[src/rtl/edge_binarize.sv]
// Purpose: thresholds unsigned gradient magnitudes into 1-bit edge pixels, with per-frame edge count.
// Latency: 1 cycle from input accept to valid_o; one pixel per cycle while ready_i is held high.
// Backpressure: single-entry output register; ready_o = ~valid_o | ready_i, so input stalls while output is held.
//
// Ports:
//   clk_i, rst_i            clock and synchronous active-high reset
//   valid_i, ready_o, mag_i input magnitude stream; threshold_i is sampled only on pixel (0,0)
//   valid_o, ready_i        binary pixel stream; data_o = edge bit, last_o = last pixel of frame
//   frame_done_o            one-cycle pulse after the last pixel of a frame is accepted
//   edge_count_o            number of 1-pixels in the most recently completed frame
module edge_binarize #(
  parameter int unsigned MagWidth    = 6,
  parameter int unsigned LineWidthPx = 318,
  parameter int unsigned LineCountPx = 238,
  parameter int unsigned CountWidth  = $clog2(LineWidthPx*LineCountPx+1)
) (
  input  logic                  clk_i,
  input  logic                  rst_i,
  input  logic                  valid_i,
  output logic                  ready_o,
  input  logic [MagWidth-1:0]   mag_i,
  input  logic [MagWidth-1:0]   threshold_i,
  output logic                  valid_o,
  input  logic                  ready_i,
  output logic                  data_o,
  output logic                  last_o,
  output logic                  frame_done_o,
  output logic [CountWidth-1:0] edge_count_o
);

  localparam int unsigned ColW = $clog2(LineWidthPx + 1);
  localparam int unsigned RowW = $clog2(LineCountPx + 1);

  logic                  valid_q, valid_d;
  logic                  data_q, data_d;
  logic                  last_q, last_d;
  logic                  done_q, done_d;
  logic [CountWidth-1:0] count_q, count_d;
  logic [CountWidth-1:0] acc_q, acc_d;
  logic [ColW-1:0]       col_q, col_d;
  logic [RowW-1:0]       row_q, row_d;
  logic [MagWidth-1:0]   thr_q, thr_d;

  logic                  in_acc;
  logic                  out_acc;
  logic                  first_px;
  logic                  col_end;
  logic                  row_end;
  logic                  last_px;
  logic [MagWidth-1:0]   thr_eff;
  logic                  pix_bit;

  assign ready_o  = ~valid_q | ready_i;
  assign in_acc   = valid_i & ready_o;
  assign out_acc  = valid_q & ready_i;

  assign first_px = (col_q == '0) && (row_q == '0);
  assign col_end  = (col_q == ColW'(LineWidthPx - 1));
  assign row_end  = (row_q == RowW'(LineCountPx - 1));
  assign last_px  = col_end & row_end;

  // The first pixel of a frame uses the live threshold so the latch costs no
  // extra cycle; every later pixel uses the value captured with it.
  assign thr_eff  = first_px ? threshold_i : thr_q;
  assign pix_bit  = (mag_i >= thr_eff);

  always_comb begin
    valid_d = valid_q;
    data_d  = data_q;
    last_d  = last_q;
    done_d  = 1'b0;
    count_d = count_q;
    acc_d   = acc_q;
    col_d   = col_q;
    row_d   = row_q;
    thr_d   = thr_q;

    if (out_acc) begin
      valid_d = 1'b0;
    end

    // An input accept in the same cycle as an output accept reloads the
    // register, so valid stays high.
    if (in_acc) begin
      valid_d = 1'b1;
      data_d  = pix_bit;
      last_d  = last_px;

      if (first_px) begin
        thr_d = threshold_i;
      end

      if (last_px) begin
        count_d = acc_q + CountWidth'(pix_bit);
        acc_d   = '0;
        done_d  = 1'b1;
      end else begin
        acc_d   = acc_q + CountWidth'(pix_bit);
      end

      if (col_end) begin
        col_d = '0;
        row_d = row_end ? '0 : row_q + RowW'(1);
      end else begin
        col_d = col_q + ColW'(1);
      end
    end
  end

  always_ff @(posedge clk_i) begin
    if (rst_i) begin
      valid_q <= 1'b0;
      data_q  <= 1'b0;
      last_q  <= 1'b0;
      done_q  <= 1'b0;
      count_q <= '0;
      acc_q   <= '0;
      col_q   <= '0;
      row_q   <= '0;
      thr_q   <= '0;
    end else begin
      valid_q <= valid_d;
      data_q  <= data_d;
      last_q  <= last_d;
      done_q  <= done_d;
      count_q <= count_d;
      acc_q   <= acc_d;
      col_q   <= col_d;
      row_q   <= row_d;
      thr_q   <= thr_d;
    end
  end

  assign valid_o      = valid_q;
  assign data_o       = data_q;
  assign last_o       = last_q;
  assign frame_done_o = done_q;
  assign edge_count_o = count_q;

endmodule

[config.mk]
export PLATFORM = sky130hd
export DESIGN_NAME = edge_binarize
export DESIGN_NICKNAME = d
export VERILOG_FILES = /design/src/rtl/edge_binarize.sv
export SDC_FILE = /design/constraint.sdc
export NUM_CORES = 1
export LEC_CHECK = 0
export ABC_CLOCK_PERIOD_IN_PS = 3390
export CORE_ASPECT_RATIO = 1.25
export CORE_MARGIN = 3
export CORE_UTILIZATION = 40
export CTS_CLUSTER_DIAMETER = 80
export CTS_CLUSTER_SIZE = 24
export DETAILED_ROUTE_END_ITERATION = 10
export PLACE_DENSITY_LB_ADDON = 0.12
export SLEW_MARGIN = 0
export SYNTH_ARGS = -nofsm -noshare
export SYNTH_HDL_FRONTEND = slang
export SYNTH_SLANG_ARGS = --single-unit
[constraint.sdc]
create_clock -name clk_i -period 3.39 [get_ports clk_i]
set_input_delay 0.339 -clock clk_i [delete_from_list [all_inputs] [get_ports clk_i]]
set_output_delay 0.339 -clock clk_i [all_outputs]
set_load 0.01 [all_outputs]
==> reports/results.tsv, run 1 <==
metric	value	unit
r2r_cells	18	
total_power	1.679	mW
portBuffers	37	
drc	0	
wl	7137	um
ctsHtreeMaxLevel	3	
ys_types	44	
finalSetupViolCount	0	
outcome	finished, final reports clean	
fin_skew	0.009154	ns
grt_pass1_vias	2416	
fin_crit_sh	99.77	%
dr_total_vias	2554	
detail_route.wl_per_cell	14.36	um
cpMostUsedCell	ha_4	
cpPeakStageDelay	0.35	ns
r2r_end	edge_count_o[9]	
avgSynthCellArea	9.137	um^2
max-slew-margin-rel	51.89	%
ios	38	
post-place-ws	-0.1003	ns
vias_per_cell	5.139	
hold_viol	0	
cts_buffer_depth	2	
synth_fp_nets	357	
final_common_cell	dfxtp_1	
grt_overflow	0	
ys_warn_count	0	
drv_cap	0	
syn_inst	327	
layout-drive-gt1-share	21.38	%
endpoint	edge_count_o[9]	
drtIter0Drc	113	
antenna_found_initial	0	
dp_hpwl	4935	um
finalWorstSetupSlack	0.007665	ns
critical_path_required	3.63	ns
hold_class	reg -> reg	
first_pass_iters	5	
postRouteAntennaNets	0	
synth_seq_area_share	40.87	%
core_area	7104	um^2
ctsHoldBuffers	0	
cts_root_buffer	clkbuf_8	
powerDensity	411.3	nW/um^2
syn_area	2988	um^2
crit_path_end_kind	register	
worstSetupPathDepth	18	
cts_buffers	9	
hold_ws	0.4679	ns
grt_max_degree	27	
final_cell_mix	60 x dfxtp_1, 37 x clkdlybuf4s50_1, 37 x buf_4, 34 x nor2_1, 21 x nand2_1	
worstPathArrival	3.62	ns
post-route-min-period	3.382	ns
clock_latency	0.34	ns
max_freq	0.2957	GHz
nets	432	
rrSetupSlack	0.008	ns
synth_largest_area_cell	dfxtp_1	
routabilityCongestion	0.9131	
worst_slew_pin_slew	0.7193	ns
ys_top_cells_by_area	dfxtp_1 41%, ha_1 5.9%, a22o_1 4.7%	
cp-startpoint	col_q[1]	
path_buf_inv	3	
path_delay_family	simple AND/OR/NAND/NOR gates	
die_w	83.30	um
cts_tree	done	
cpMaxStageDelayCell	mux2_4	
rsz0062_at_grt	yes	
grt_pass1_wl	11540	um
crit_chain	inv_2 > ha_4 > nor4bb_4 > nand4_2 > mux2_4 > ha_4 > nand2b_4 > a21oi_2 > o21ai_1 > a21o_1 > ha_4 > nand4_1 > nor2_2 > buf_4 > buf_4 > nand2_1 > xnor2_1 > a22o_1	
clk_pin_slew	0.07	ns
crit_type	reg -> reg	
start_util	42.06	%
gr-usage-all-layers	16.89	%
r2r-start	col_q[1]	
syn_to_final_growth	36.60	%
peakVddDrop	0.2310	mV
finalMaxSlewViolations	0	
diodes	0	
fp.dieArea	8549	um^2
critPathLaunchType	register	
dieHeight	102.6	um
ys_seq_elements	61	
synth_top_area_share	40.87	%
crit_fanout	3	
rows	34	
fill_cells	634	
clkSinkCount	61	
power.leakage	1.626	nW
power breakdown:
group	total, mW	switching (mW)	internal, mW
Combinational	0.201	0.0961	0.104
Clock	0.742	0.289	0.452
Sequential	0.737	0.00762	0.729
Total	1.68	0.393	1.29
state kept, by name, indices dropped and copies added (netlist names), 6 cells and up:
| name | cells |
|---|---|
| row_q | 8 |
| thr_q | 6 |
| acc_q | 17 |
| edge_count_o | 17 |
| col_q | 9 |
through the flow:
stage	std cells	utilization, %	instance area [um^2]	setup TNS [ns]
2_1_floorplan	327	-	3030	-0.005283
3_3_place_gp	470	51.64	3669	-0.05848
3_5_place_dp	470	51.64	3669	-0.3361
4_1_cts	490	55.74	3960	0
5_1_grt	497	57.45	4081	-1.495
6_report	497	57.45	4081	0
worst register-to-register path, cell delays in order, from the launching register on:
cell and delay (ns):
dfxtp_2 0.32, inv_2 0.07, ha_4 0.14, nor4bb_4 0.28, nand4_2 0.17, mux2_4 0.35, ha_4 0.26, nand2b_4 0.11
a21oi_2 0.04, o21ai_1 0.11, a21o_1 0.20, ha_4 0.17, nand4_1 0.18, nor2_2 0.20, buf_4 0.15, buf_4 0.10
nand2_1 0.09, xnor2_1 0.15, a22o_1 0.19
final cells by class:
| cell class | count | area, um^2 | share of cell area, % |
|---|---|---|---|
| timing repair buffer | 76 | 670.6 | 16.43 |
| clock buffer | 12 | 155.1 | 3.801 |
| multi-input combinational | 242 | 1805 | 44.24 |
| sequential | 61 | 1222 | 29.95 |
| inverter | 12 | 45.04 | 1.104 |
| clock inverter | 4 | 70.07 | 1.717 |
| tap | 90 | 112.6 | 2.759 |
worst min-delay path by stage:
stage	start	to	slack, ns	cells after the start
finish	edge_count_o[6]	edge_count_o[6]	0.47	1
floorplan	acc_q[0]	acc_q[0]	0.44	2
global route	edge_count_o[6]	edge_count_o[6]	0.49	1
global placement	acc_q[0]	acc_q[0]	0.45	2
CTS	edge_count_o[6]	edge_count_o[6]	0.47	1
detailed placement	edge_count_o[6]	edge_count_o[6]	0.45	1
timing repair:
item                                   in CTS  in global routing
setup endpoints to repair                   8                 22
buffers inserted                            4                  7
pin swaps                                   4                 15
gates resized for setup                     6                 17
endpoints found under the hold margin       0                  0
synth_stat cells:
cell type  instances
nor4b_1            1
xnor2_1           15
nor2_2             1
o32ai_1            1
nand2_2            1
inv_1             12
or2_1              1
nand4b_2           1
a21oi_1           19
mux2_2             1
a31oi_1            8
ha_1              14
nor4bb_1           1
a21oi_2            1
and2_1             2
nor3_4             1
or3_4              1
o2bb2ai_1          1
nor3_1             6
nand2_1           22
xor2_1            14
a22o_1            16
and3_1             1
o21ai_0           11
a21o_1             4
mux2i_1           11
o21a_1             1
or3_1              6
clkbuf_1           9
dfxtp_1           61
nor4_1             5
nand4_2            1
nor2b_1            2
nand2b_1           6
nand4_1           10
nand4bb_2          1
nor4_4             2
nor2_1            36
buf_6              1
or2_2              2
buf_2              2
nor2b_4            1
nand3_1           13
nand4_4            1
kinds of logic after synthesis:
group | after synthesis | share of synthesized area [%]
xor gates and xnor gates | 29 | 8.501
DFF | 61 | 40.87
buffers and inverters | 24 | 3.350
AOI/OAI and AO/OA | 62 | 13.53
and+or+nand+nor | 125 | 23.83
adders and majority gates | 14 | 5.863
muxes | 12 | 4.062
routing by layer:
| layer | share of wire [%] | GRT usage (%) | up-vias | wire length [um] |
|---|---|---|---|---|
| met1 | 44 | 19.74 | 1197 | 3143 |
| met5 | 0 | 0 | - | 0 |
| met3 | 3.3 | 3.997 | 9 | 234 |
| met2 | 51 | 30.62 | 41 | 3657 |
| li1 | - | - | 1307 | - |
| met4 | 1.4 | 5.660 | 0 | 102 |
(Power assumes the default switching activity.)
==> run 2: changes to the inputs <==
- ABC_CLOCK_PERIOD_IN_PS: 3390 -> not set
- DONT_BUFFER_PORTS: not set -> 1
==> run 2 against run 1 <==
- largest power group is now registers
- core utilization is 4.8 points lower
- clock skew hardly changed
- critical path type unchanged
- clock power is 11% lower
- flip-flop and latch count stayed put
- combinational power is 11% lower
- die area stayed put
- sequential share of layout area is 2.7 points higher
==> reports/results.tsv, run 2 (synthesis gave the netlist of run 1 again) <==
metric	value	unit	change
outcome	finished, final reports clean		
dp_hpwl	4701	um	-4.7%
vias_per_cell	5.189		+0.98%
cts_buffers	9		unchanged
dr_total_vias	2439		-4.5%
clkSinkCount	61		unchanged
max-slew-margin-rel	63.49	%	+12 points
dieHeight	102.6	um	unchanged
gr-usage-all-layers	17.27	%	+0.38 points
hold_viol	0		unchanged
crit_fanout	3		unchanged
grt_overflow	0		unchanged
cts_buffer_depth	2		unchanged
grt_pass1_vias	2378		-1.6%
final_common_cell	dfxtp_1		
first_pass_iters	4		-1
worstPathArrival	3.62	ns	about the same
max_freq	0.2967	GHz	+0.35%
nets	406		-6.0%
peakVddDrop	0.2439	mV	+5.6%
crit_path_end_kind	register		
path_buf_inv	2		-1
worst_slew_pin_slew	0.5436	ns	-0.1757 ns
post-route-min-period	3.370	ns	-0.01189 ns
cts_root_buffer	clkbuf_8		
power.leakage	1.497	nW	-7.9%
die_w	83.30	um	unchanged
rows	34		unchanged
finalSetupViolCount	0		unchanged
finalMaxSlewViolations	0		unchanged
core_area	7104	um^2	unchanged
cp-startpoint	col_q[1]		
clock_latency	0.35	ns	about the same
cts_tree	done		
hold_class	in -> reg		
fp.dieArea	8549	um^2	unchanged
fin_skew	0.009577	ns	+0.0004222 ns
powerDensity	421.2	nW/um^2	+2.4%
grt_max_degree	27		unchanged
wl	6991	um	-2.0%
ios	38		unchanged
routabilityCongestion	0.8462		-7.3%
postRouteAntennaNets	0		unchanged
path_delay_family	simple AND/OR/NAND/NOR gates		
critical_path_required	3.63	ns	about the same
diodes	0		unchanged
cpMaxStageDelayCell	mux2_4		
critPathLaunchType	register		
postLayoutCoreUtil	52.69	%	-4.8 points
final_cell_mix	60 x dfxtp_1, 47 x buf_4, 33 x nor2_1, 21 x nand2_1, 19 x a21oi_1		
grt_pass1_wl	11610	um	+0.54%
worstHoldStart	rst_i		
portBuffers	0		-100%
drtIter0Drc	154		+36%
r2r-start	col_q[1]		
fin_crit_sh	99.42	%	-0.35 points
ctsHtreeMaxLevel	3		unchanged
clk_pin_slew	0.07	ns	about the same
detail_route.wl_per_cell	14.87	um	+3.6%
antenna_found_initial	0		unchanged
layout-drive-gt1-share	25.00	%	+3.6 points
drv_cap	0		unchanged
cpPeakStageDelay	0.34	ns	about the same
crit_type	reg -> reg		
crit_chain	inv_2 > ha_4 > nor4bb_4 > nand4_2 > mux2_4 > ha_1 > nand2b_1 > a21oi_1 > o21ai_1 > a21o_1 > ha_4 > nand4_1 > nor2_2 > nand4_1 > buf_4 > xnor2_1 > a22o_1		
total_power	1.577	mW	-6.1%
drc	0		unchanged
start_util	42.06	%	unchanged
syn_to_final_growth	25.29	%	
rsz0062_at_grt	yes		
## run 2: changes by cell type in the layout (fill, tap and decap cells not counted), sizes merged
| cell | before | now |
|---|---|---|
| buf | 39 | 50 |
| bufinv | 2 | 1 |
| clkbuf | 12 | 11 |
| clkdlybuf4s50 | 37 | 0 |
| clkinvlp | 0 | 1 |
## run 2: layout make-up
cell class,instances,area [um^2]
Tap cell,90,112.6
Fill cell,650,3361
Sequential cell,61,1222
Multi-Input combinational cell,242,1769
Clock buffer,11,151.4
Clock inverter,4,47.55
Inverter,12,45.04
Timing Repair Buffer,50,395.4
## run 2: power breakdown
| part | total [mW] | internal, mW | switching, mW |
|---|---|---|---|
| Clock | 0.661 | 0.373 | 0.288 |
| Combinational | 0.178 | 0.0902 | 0.0875 |
| Sequential | 0.739 | 0.729 | 0.00930 |
| Total | 1.58 | 1.19 | 0.385 |
## run 2: what timing repair did
action | in CTS | in global routing
pin swaps | 10 | 9
resized for setup | 13 | 8
endpoints found under the setup margin | 12 | 28
endpoints found under the hold margin | 0 | 0
hold buffers | 0 | 0
buffers inserted | 14 | 9
## run 2: layer usage
metal	GRT usage [%]	part of all wire, %
met1	19.58	45
met2	29.69	49
met3	5.516	4.5
met4	8.428	2.0
met5	0	0
## run 2: final timing paths
check,end,slack [ns],cells past startpoint
setup / recovery,edge_count_o[11],0.02,17
setup reg to reg,edge_count_o[11],0.02,17
hold / removal,acc_q[4],0.05,1
hold reg to reg,acc_q[16],0.49,2
## run 2: metrics by stage
step	TNS [ns]	instance area, um^2	instances	setup WS (ns)	hold slack (ns)
2_1_floorplan	-0.005283	3030	327	-0.005283	0.4362
3_3_place_gp	-0.4787	3298	433	-0.1342	0.4148
3_5_place_dp	-0.9062	3298	433	-0.1625	0.4162
4_1_cts	0	3650	462	0.0006226	0.04052
5_1_grt	-2.776	3744	470	-0.1961	0.03391
6_report	0	3744	470	0.01955	0.05274
==> run 3: changes to the inputs <==
- ABC_AREA: not set -> 1
==> run 3 against run 2 <==
- clock skew is 0.0064 ns lower
- non-clock buffer count fell by 46
- area after synthesis up 5.5%
- via count rose by 15%
- highest routed layer unchanged
- cell count up 21%
- count of clock-buffer cells in the layout fell by 2
- register-to-register slack better by 0.31 ns
- core utilization is 6.1 points lower
- first-iteration DRC count down 16%
==> reports/results.tsv, run 3 <==
metric	value	unit	change
clock_latency	0.35	ns	about the same
ctsHoldBuffers	0		unchanged
ctsHtreeMaxLevel	3		unchanged
die_w	85.40	um	+2.5%
ys_top_cells_by_area	dfxtp_1 39%, nand2_1 19%, nor2_1 6.9%		
hold_ws	0.05298	ns	+0.0002446 ns
grt_pass1_vias	2739		+15%
outcome	finished, final reports clean		
ys_warn_count	0		unchanged
clkSinkCount	61		unchanged
crit_type	reg -> reg		
first_pass_iters	4		unchanged
synth_seq_area_share	38.75	%	-2.1 points
hold_viol	0		unchanged
synth_common_cells	161 x nand2_1, 61 x dfxtp_1, 58 x nor2_1, 42 x inv_1, 31 x nand3_1		
worst_slew_pin_slew	0.8200	ns	+0.2763 ns
power.leakage	1.519	nW	+1.5%
dr_total_vias	2798		+15%
max-slew-margin-rel	45.28	%	-18 points
cpMostUsedCell	nand2_1		
peakVddDrop	0.2279	mV	-6.6%
cts_root_buffer	clkbuf_8		
portBuffers	0		unchanged
post-route-min-period	3.057	ns	-0.3130 ns
r2r-start	row_q[1]		
cp-startpoint	row_q[1]		
ios	38		unchanged
diodes	0		unchanged
synth_top_area_share	38.75	%	-2.1 points
clk_pin_slew	0.08	ns	about the same
synthArstFlopShare	0	%	unchanged
yosys_most_used_dff	dfxtp_1		
core_area	7532	um^2	+6.0%
ys_types	30		-32%
nets	500		+23%
worstHoldStart	rst_i		
grt_pass1_wl	12630	um	+8.8%
grt_max_degree	30		+11%
fin_crit_sh	90.19	%	-9.2 points
syn_area	3152	um^2	+5.5%
crit_fanout	5		+2
dp_hpwl	5245	um	+12%
synth_edf_count	0		unchanged
finalSetupViolCount	0		unchanged
avgSynthCellArea	6.763	um^2	-26%
rrSetupSlack	0.33	ns	+0.31 ns
syn_to_final_growth	11.23	%	
wl	7408	um	+6.0%
max_freq	0.3271	GHz	+10%
layout-drive-gt1-share	11.16	%	-14 points
vias_per_cell	4.935		-4.9%
fin_cells	567		+21%
drtIter0Drc	129		-16%
yosysMostFrequentCell	nand2_1		
worstPathArrival	3.35	ns	-0.27 ns
path_buf_inv	2		unchanged
synth_largest_area_cell	dfxtp_1		
postLayoutCoreUtil	46.54	%	-6.1 points
cpMaxStageDelayCell	dfxtp_1		
crit_path_end_kind	register		
syn_inst	466		+43%
drc	0		unchanged
hold_class	in -> reg		
place_area	3217	um^2	-2.5%
postRouteAntennaNets	0		unchanged
critPathLaunchType	register		
drv_cap	0		unchanged
gr-usage-all-layers	17.51	%	+0.24 points
synth_fp_nets	496		+39%
placed_cells	550		+27%
finalMaxSlewViolations	0		unchanged
detail_route.wl_per_cell	13.07	um	-12%
path_delay_family	simple AND/OR/NAND/NOR gates		
fin_skew	0.003163	ns	-0.006414 ns
worstSetupPathDepth	21		+4
critical_path_required	3.68	ns	+0.05 ns
cts_buffer_depth	2		unchanged
hold_depth	1		unchanged
rows	35		+2.9%
cpPeakStageDelay	0.32	ns	-0.02 ns
cts_tree	done		
final_cell_mix	159 x nand2_1, 59 x dfxtp_1, 51 x nor2_1, 41 x inv_1, 30 x nand3_1		
cts_buffers	9		unchanged
routabilityCongestion	0.8494		+0.38%
fp.dieArea	8987	um^2	+5.1%
dieHeight	105.2	um	+2.5%
grt_overflow	0		unchanged
final_area	3506	um^2	-6.4%
powerDensity	461.0	nW/um^2	+9.5%
ys_seq_elements	61		unchanged
start_util	41.84	%	-0.21 points
final_common_cell	nand2_1		
crit_chain	inv_1 > ha_2 > nand3_1 > nor2_4 > nand3_2 > and2_1 > ha_1 > nand2_1 > nor2_1 > o21ai_0 > nand3_1 > ha_2 > ha_2 > nand2_1 > nor2_2 > nand2_2 > inv_1 > nand3b_1 > nand2_1 > nand2_1 > a21oi_2		
r2r_cells	21		+4
antenna_found_initial	0		unchanged
==> run 3: changes by cell type after synthesis, sizes merged, moves of 8 or more <==
cell   change
mux2i     -11
xor2       -8
a22o      -16
nand3     +19
inv       +32
nand2    +144
xnor2     -12
nor2      +27
==> run 3: layout make-up <==
class,instances,area (um^2)
inverter,44,165.2
clock inverter,7,98.84
tap,92,115.1
multi-input combinational,350,1749
fill,806,4026
clock buffer,9,123.9
timing repair buffer,4,30.03
sequential,61,1224
==> run 3: stage by stage <==
stage	power [mW]	setup WS [ns]	TNS, ns
final	1.616	0.3325	0
after global routing	1.690	-0.01593	-0.01746
after CTS	1.622	0.01707	0
after detailed placement	0.8843	0.06635	0
after global placement	0.8826	0.1076	0
after floorplan	0.8630	0.6165	0
==> run 3: worst reg2reg max path: cells and delay by family (launching register included) <==
family	cells	cell delay [ns]
AOI/OAI and AO/OA	2	0.22
adders and majority gates	4	0.89
buffers and inverters	2	0.18
DFF	1	0.32
and+or+nand+nor	13	1.39
==> run 3: final timing paths <==
path | end
setup / recovery | acc_q[12]
hold / removal | col_q[7]
setup reg to reg | acc_q[12]
hold reg to reg | acc_q[0]
==> run 3: where the power goes <==
part | leakage (nW) | internal (mW) | switching [mW]
sequential | 0.495 | 0.731 | 0.0119
combinational | 0.915 | 0.0515 | 0.0820
clock | 0.110 | 0.417 | 0.323
total | 1.52 | 1.20 | 0.417
==> run 3: what timing repair did <==
item                                   CTS  global route
setup endpoints to repair                0            19
buffers inserted                         0             1
endpoints found under the hold margin    0             0
gates resized for setup                  0            21
==> run 3: cell families after synthesis <==
family	share of synthesized area, %
simple gates	38.67
flops	38.75
buf+inv	7.542
compound gates	6.987
fa+ha+maj	5.558
xor+xnor	2.501
==> run 3: metal layers <==
metal	global-route usage [%]	up-vias	share of wire [%]	wire length, um
met5	0	-	0	0
met4	8.145	0	2.9	218
met3	4.535	16	4.2	314
met2	29.06	64	48	3545
met1	20.89	1243	45	3330
li1	-	1475	-	-
